### src/rtl/alu_pkg.sv
// Shared ALU types and widths.
//   XLEN      : datapath width
//   ALU_OP_W  : width of the op select field
//   SHAMT_W   : width of the shift amount taken from operand 2
//   alu_op_e  : op encoding understood by alu; other codes produce 0
package alu_pkg;

  localparam int unsigned XLEN     = 32;
  localparam int unsigned ALU_OP_W = 5;
  localparam int unsigned SHAMT_W  = $clog2(XLEN);

  typedef enum logic [ALU_OP_W-1:0] {
    ALU_ADD  = 5'd0,
    ALU_SLL  = 5'd1,
    ALU_SLT  = 5'd2,
    ALU_SLTU = 5'd3,
    ALU_XOR  = 5'd4,
    ALU_SRL  = 5'd5,
    ALU_SRA  = 5'd6,
    ALU_OR   = 5'd7,
    ALU_AND  = 5'd8
  } alu_op_e;

endpackage : alu_pkg

### src/rtl/alu.sv
// Combinational integer ALU.
//   oper1_i  : operand 1
//   oper2_i  : operand 2 (low SHAMT_W bits are the shift amount for shifts)
//   op_i     : op select, alu_op_e encoding; undefined codes give 0
//   result_o : result
module alu
  import alu_pkg::*;
(
  input  logic [XLEN-1:0]     oper1_i,
  input  logic [XLEN-1:0]     oper2_i,
  input  logic [ALU_OP_W-1:0] op_i,
  output logic [XLEN-1:0]     result_o
);

  logic [SHAMT_W-1:0] shamt;

  assign shamt = oper2_i[SHAMT_W-1:0];

  // Op decode; op_i is kept as a raw vector so undefined codes are legal
  always_comb begin
    result_o = '0;
    case (op_i)
      ALU_ADD:  result_o = oper1_i + oper2_i;
      ALU_SLL:  result_o = oper1_i << shamt;
      ALU_SLT:  result_o = XLEN'($signed(oper1_i) < $signed(oper2_i));
      ALU_SLTU: result_o = XLEN'(oper1_i < oper2_i);
      ALU_XOR:  result_o = oper1_i ^ oper2_i;
      ALU_SRL:  result_o = oper1_i >> shamt;
      ALU_SRA:  result_o = XLEN'($signed(oper1_i) >>> shamt);
      ALU_OR:   result_o = oper1_i | oper2_i;
      ALU_AND:  result_o = oper1_i & oper2_i;
      default:  result_o = '0;
    endcase
  end

endmodule : alu

### src/rtl/alu_arbiter.sv
// Round-robin sharing of one combinational ALU between NUM_REQ requesters,
// with a one-entry tagged response register.
//   clk_i, rst_i  : clock, synchronous active-high reset
//   req_valid_i   : per-requester request valid
//   req_ready_o   : per-requester accept, one-hot on the winner or zero
//   req_oper1_i   : per-requester operand 1
//   req_oper2_i   : per-requester operand 2
//   req_op_i      : per-requester op select (alu_op_e encoding)
//   rsp_valid_o   : response register holds a result
//   rsp_id_o      : index of the requester owning the result
//   rsp_result_o  : ALU result
//   rsp_ready_i   : consumer accepts the response
// NUM_REQ is legal in 2..4; ID_W is derived and must not be overridden.
module alu_arbiter
  import alu_pkg::*;
#(
  parameter int unsigned NUM_REQ = 2,
  parameter int unsigned ID_W    = $clog2(NUM_REQ)
) (
  input  logic                             clk_i,
  input  logic                             rst_i,
  input  logic [NUM_REQ-1:0]               req_valid_i,
  output logic [NUM_REQ-1:0]               req_ready_o,
  input  logic [NUM_REQ-1:0][XLEN-1:0]     req_oper1_i,
  input  logic [NUM_REQ-1:0][XLEN-1:0]     req_oper2_i,
  input  logic [NUM_REQ-1:0][ALU_OP_W-1:0] req_op_i,
  output logic                             rsp_valid_o,
  output logic [ID_W-1:0]                  rsp_id_o,
  output logic [XLEN-1:0]                  rsp_result_o,
  input  logic                             rsp_ready_i
);

  localparam logic [ID_W-1:0] LAST_ID = ID_W'(NUM_REQ - 1);

  logic [ID_W-1:0]     prio_q;
  logic [ID_W-1:0]     winner;
  logic [ID_W-1:0]     idx;
  logic                any_valid;
  logic                can_accept;
  logic                grant;
  logic [XLEN-1:0]     alu_oper1;
  logic [XLEN-1:0]     alu_oper2;
  logic [ALU_OP_W-1:0] alu_op;
  logic [XLEN-1:0]     alu_result;

  // Output register is free when empty or draining this cycle
  assign can_accept = !rst_i && (!rsp_valid_o || rsp_ready_i);
  assign grant      = any_valid && can_accept;

  // Search from prio_q upward, wrapping at NUM_REQ; first valid wins
  always_comb begin
    winner    = prio_q;
    any_valid = 1'b0;
    idx       = '0;
    for (int unsigned i = 0; i < NUM_REQ; i++) begin
      idx = ID_W'((32'(prio_q) + i) % NUM_REQ);
      if (!any_valid && req_valid_i[idx]) begin
        any_valid = 1'b1;
        winner    = idx;
      end
    end
  end

  // One-hot accept on the winner only when the register can take a result
  always_comb begin
    req_ready_o = '0;
    if (grant) begin
      req_ready_o[winner] = 1'b1;
    end
  end

  // Winner's operands feed the shared ALU
  assign alu_oper1 = req_oper1_i[winner];
  assign alu_oper2 = req_oper2_i[winner];
  assign alu_op    = req_op_i[winner];

  alu u_alu (
    .oper1_i  (alu_oper1),
    .oper2_i  (alu_oper2),
    .op_i     (alu_op),
    .result_o (alu_result)
  );

  // Response register and round-robin pointer; id/result hold when drained
  always_ff @(posedge clk_i) begin
    if (rst_i) begin
      rsp_valid_o  <= 1'b0;
      rsp_id_o     <= '0;
      rsp_result_o <= '0;
      prio_q       <= '0;
    end else if (grant) begin
      rsp_valid_o  <= 1'b1;
      rsp_id_o     <= winner;
      rsp_result_o <= alu_result;
      prio_q       <= (winner == LAST_ID) ? '0 : winner + ID_W'(1);
    end else if (rsp_valid_o && rsp_ready_i) begin
      rsp_valid_o  <= 1'b0;
    end
  end

endmodule : alu_arbiter
### config.mk
export PLATFORM = sky130hd
export DESIGN_NAME = alu_arbiter
export DESIGN_NICKNAME = d
export VERILOG_FILES = /design/src/rtl/alu_pkg.sv /design/src/rtl/alu.sv /design/src/rtl/alu_arbiter.sv
export SDC_FILE = /design/constraint.sdc
export NUM_CORES = 1
export LEC_CHECK = 0
export ABC_AREA = 1
export BUFFER_PORTS_ARGS = -buffer_cell sky130_fd_sc_hd__buf_2
export CELL_PAD_IN_SITES_DETAIL_PLACEMENT = 1
export CELL_PAD_IN_SITES_GLOBAL_PLACEMENT = 1
export CORE_MARGIN = 3
export CORE_UTILIZATION = 41
export CTS_CLUSTER_DIAMETER = 150
export DETAILED_ROUTE_END_ITERATION = 10
export HOLD_SLACK_MARGIN = 0.03
export PLACE_DENSITY = 0.95
export SETUP_SLACK_MARGIN = 0.15
export SYNTH_ARGS = -nofsm -noshare
export SYNTH_HDL_FRONTEND = slang
export SYNTH_HIERARCHICAL = 1
export SYNTH_SLANG_ARGS = --single-unit
export TNS_END_PERCENT = 50
### constraint.sdc
create_clock -name clk_i -period 9.3 [get_ports clk_i]
set_input_delay 1.395 -clock clk_i [delete_from_list [all_inputs] [get_ports clk_i]]
set_output_delay 1.395 -clock clk_i [all_outputs]
set_load 0.05 [all_outputs]
==> results.md <==
* Outcome: complete, no violations
* Total setup buffers inserted after CTS at 0
* Worst Hold Class: flop to flop
* Fmax at 156.7 MHz
* Clock slew at reported path FFs at 60 ps
* Gp weighted congestion at 1.031
* Largest net degree at the start of global routing at 68
* Die ar. at 26010 um^2
* Skew final at 8.391 ps
* Wire per inst at 22.31 um
* CTS Buffer Depth at 2
* Syn Nets at 2195
* Fin. max-slew vios at 0
* Number of fill cells at 3618
* GRT Total Usage at 39.28%
* Hpwl dp at 43920 um
* TritonCTS buffer count at 5
* Xor/xnor share of the synthesized area at 0.08859%
* Pleak at 6.332 nW
* Yosys cell types at 43
* Critical path's largest stage delay at 560 ps
* Main combinational cell family by area after synthesis: simple AND/OR/NAND/NOR gates
* Synth Area in Adders at 12.48%
* Setup slack, reg-to-reg at 3780 ps
* Storage cell area at 700.7 um^2
* Compound-cell area share of the yosys netlist at 13.19%
* I/O Buffers at 178
* Worst r2r path cells at 24
* Fin. Hold Viols at 0
* Root Driver: clkbuf_16
* Chip height at 161.3 um
* Synthesized area at 9887 um^2
* Via count at 14110
* Nets at 2311
* Worst-path maximum fanout at 67
* H-tree lvl count at 2
* Resize count post-CTS at 0
* Maximum vdd ir drop at 0.08765 mV
* Area of the core at 23610 um^2
* Hold_buf cts at 0
* Max-Cap Viols at 0
* WHS Path Cells at 2
* Initial Utilization at 41.87%
* Arrival time at the worst endpoint at 6530 ps
* Initial antenna violation count at 1
* Synth area leaders: nand2_1, nand3_1, ha_1
* CP Data Required Time at 9440 ps
* DR vias/cell at 5.899
* Worst Path Class, Setup: input pin to flop
* Die Width at 161.3 um
* DRT iter0 DRCs at 1555
* Share of layout cells above drive strength 1 at 11.01%
* Clk Latency, worst-skew pair at 290 ps
* Synth-to-Final Area Change at 11.65%
* Cells after synthesis at 1954
* CTS Sinks at 35
* Sink of the worst hold path: rsp_result_o[26]
* Final period utilization at 68.64%
* YS warnings at 6
* RSZ-0062 raised after global routing: no
* Number of setup violations in the final report at 0
* Setup crit end kind: flop
* Pwr dens at 130.8 nW/um^2
* # rows at 56
* Cell Count, Final, Fillers Out at 2391
* CTS tree: done
* Grt ovf at 0
* Worst r2r src: prio_q
* Max-slew headroom at 27.22%
* Register area share after synthesis at 7.087%
* Final Critical Period at 6383 ps
* Mux share of post-synthesis cell area at 0%
* Residual DRC at 0
* # IOs at 179
* Placed cells at 2382
* Global-route wire length before repair at 80080 um
* Worst-Margin Slew at 1089 ps
* Flops & latches, synth at 35
* Slowest stage cell, crit path: buf_4
* Post-synthesis simple-gate area fraction at 54.23%
* Vias in the first global route at 14050
* Delay-heaviest family, CP: buffers and inverters
* Reg2reg end: rsp_result_o[9]
* Crit path launch type: input pin
* Total Neg Setup Slack at 0 ps
* Post-route antenna net violation count at 0
* Multi-input logic area at 7913 um^2
* Avg Synthesized Cell Area at 5.060 um^2
* Wirelength, routed at 53340 um
* Synth area leader: nand2_1
* 1st-pass router iterations at 6
* CP bufs+invs at 8
* Cell mode on critical path: nand2_1
* Hold Path Origin: rsp_result_o[26]
* Post-synth top area share at 28.55%
[sequential cells by signal, indices dropped and copies added, names as in the netlist]
| name | flops |
|---|---|
| prio_q | 1 |
| rsp_id_o | 1 |
| rsp_result_o | 32 |
| rsp_valid_o | 1 |
[power by group]
group,switching (mW),leakage (nW),internal [mW]
sequential,0.00921,0.285,0.165
clock,0.0694,0.0838,0.126
combinational,0.793,5.96,0.281
[routing by layer]
metal,GRT usage [%],part of all wire [%],vias up,wire [um]
met5,0,0,-,0
met4,16.19,4.7,0,2486
met3,4.847,9.1,136,4844
li1,-,-,6567,-
met2,66.94,46,724,24670
met1,50.25,40,6678,21340
[stage by stage]
| stage | util (%) | hold slack [ps] | power [mW] | worst slack (ps) | cell area (um^2) |
|---|---|---|---|---|---|
| floorplan | - | 508.8 | 0.8669 | 5286 | 9887 |
| global placement | 46.03 | 458.5 | 1.181 | 3073 | 10870 |
| detailed placement | 46.03 | 469.4 | 1.212 | 2751 | 10870 |
| CTS | 46.74 | 479.5 | 1.411 | 3033 | 11040 |
| global route | 46.74 | 504.9 | 1.533 | 2521 | 11040 |
| finish | 46.75 | 475.8 | 1.444 | 2917 | 11040 |
[layout make-up]
type	count	share of cell area [%]
Multi-Input combinational cell	1608	71.68
Timing Repair Buffer	193	9.090
Inverter	227	7.718
Sequential cell	35	6.347
Tap cell	319	3.616
Clock buffer	5	1.133
Clock inverter	3	0.3967
Antenna cell	1	0.02267
[placed cells by master (no fill, tap or decap), drive strengths merged, types with 5 or more instances in the layout]
cell,Yosys,final
a21oi,81,81
buf,61,193
clkbuf,23,5
dfxtp,35,35
ha,97,97
inv,227,226
nand2,754,754
nand3,348,348
nand4,21,21
nor2,118,118
nor3,17,17
o211ai,8,8
o21ai,108,108
o221ai,9,9
o22ai,13,13
[cells in the mapped netlist (all sizes together)]
| library cell | count |
|---|---|
| a21boi | 1 |
| a21o | 1 |
| a21oi | 81 |
| a221oi | 3 |
| a31oi | 1 |
| and2 | 4 |
| and3 | 2 |
| buf | 61 |
| clkbuf | 23 |
| dfxtp | 35 |
| fa | 1 |
| ha | 97 |
| inv | 227 |
| nand2 | 754 |
| nand2b | 1 |
| nand3 | 348 |
| nand3b | 4 |
| nand4 | 21 |
| nor2 | 118 |
| nor2b | 1 |
| nor3 | 17 |
| nor4 | 2 |
| o2111ai | 3 |
| o211ai | 8 |
| o21a | 3 |
| o21ai | 108 |
| o21bai | 3 |
| o221ai | 9 |
| o22ai | 13 |
| o31ai | 1 |
| or2 | 2 |
| xor2 | 1 |
[worst min-delay path, cell delays in order (launching register included)]
cell and delay (ps):
dfxtp_1 320, nand3_1 70, o21ai_0 60
[kinds of logic after synthesis]
logic type | after synthesis
AOI/OAI and AO/OA | 235
xor gates and xnor gates | 1
adders and majority gates | 98
buffers and inverters | 311
DFF | 35
and+or+nand+nor | 1274
[how the worst max path moves through the flow]
stage | start | end | depth (start not counted) | slack (ps)
2_1_floorplan | req_valid_i[1] | rsp_result_o[28] | 24 | 5290
5_1_grt | req_valid_i[1] | rsp_result_o[31] | 24 | 2520
3_5_place_dp | req_valid_i[1] | rsp_result_o[9] | 25 | 2750
6_report | req_valid_i[1] | rsp_result_o[9] | 25 | 2920
4_1_cts | req_valid_i[1] | rsp_result_o[9] | 25 | 3030
3_3_place_gp | req_valid_i[1] | rsp_result_o[9] | 25 | 3070
Note: power is estimated with default switching activity, not from simulation.
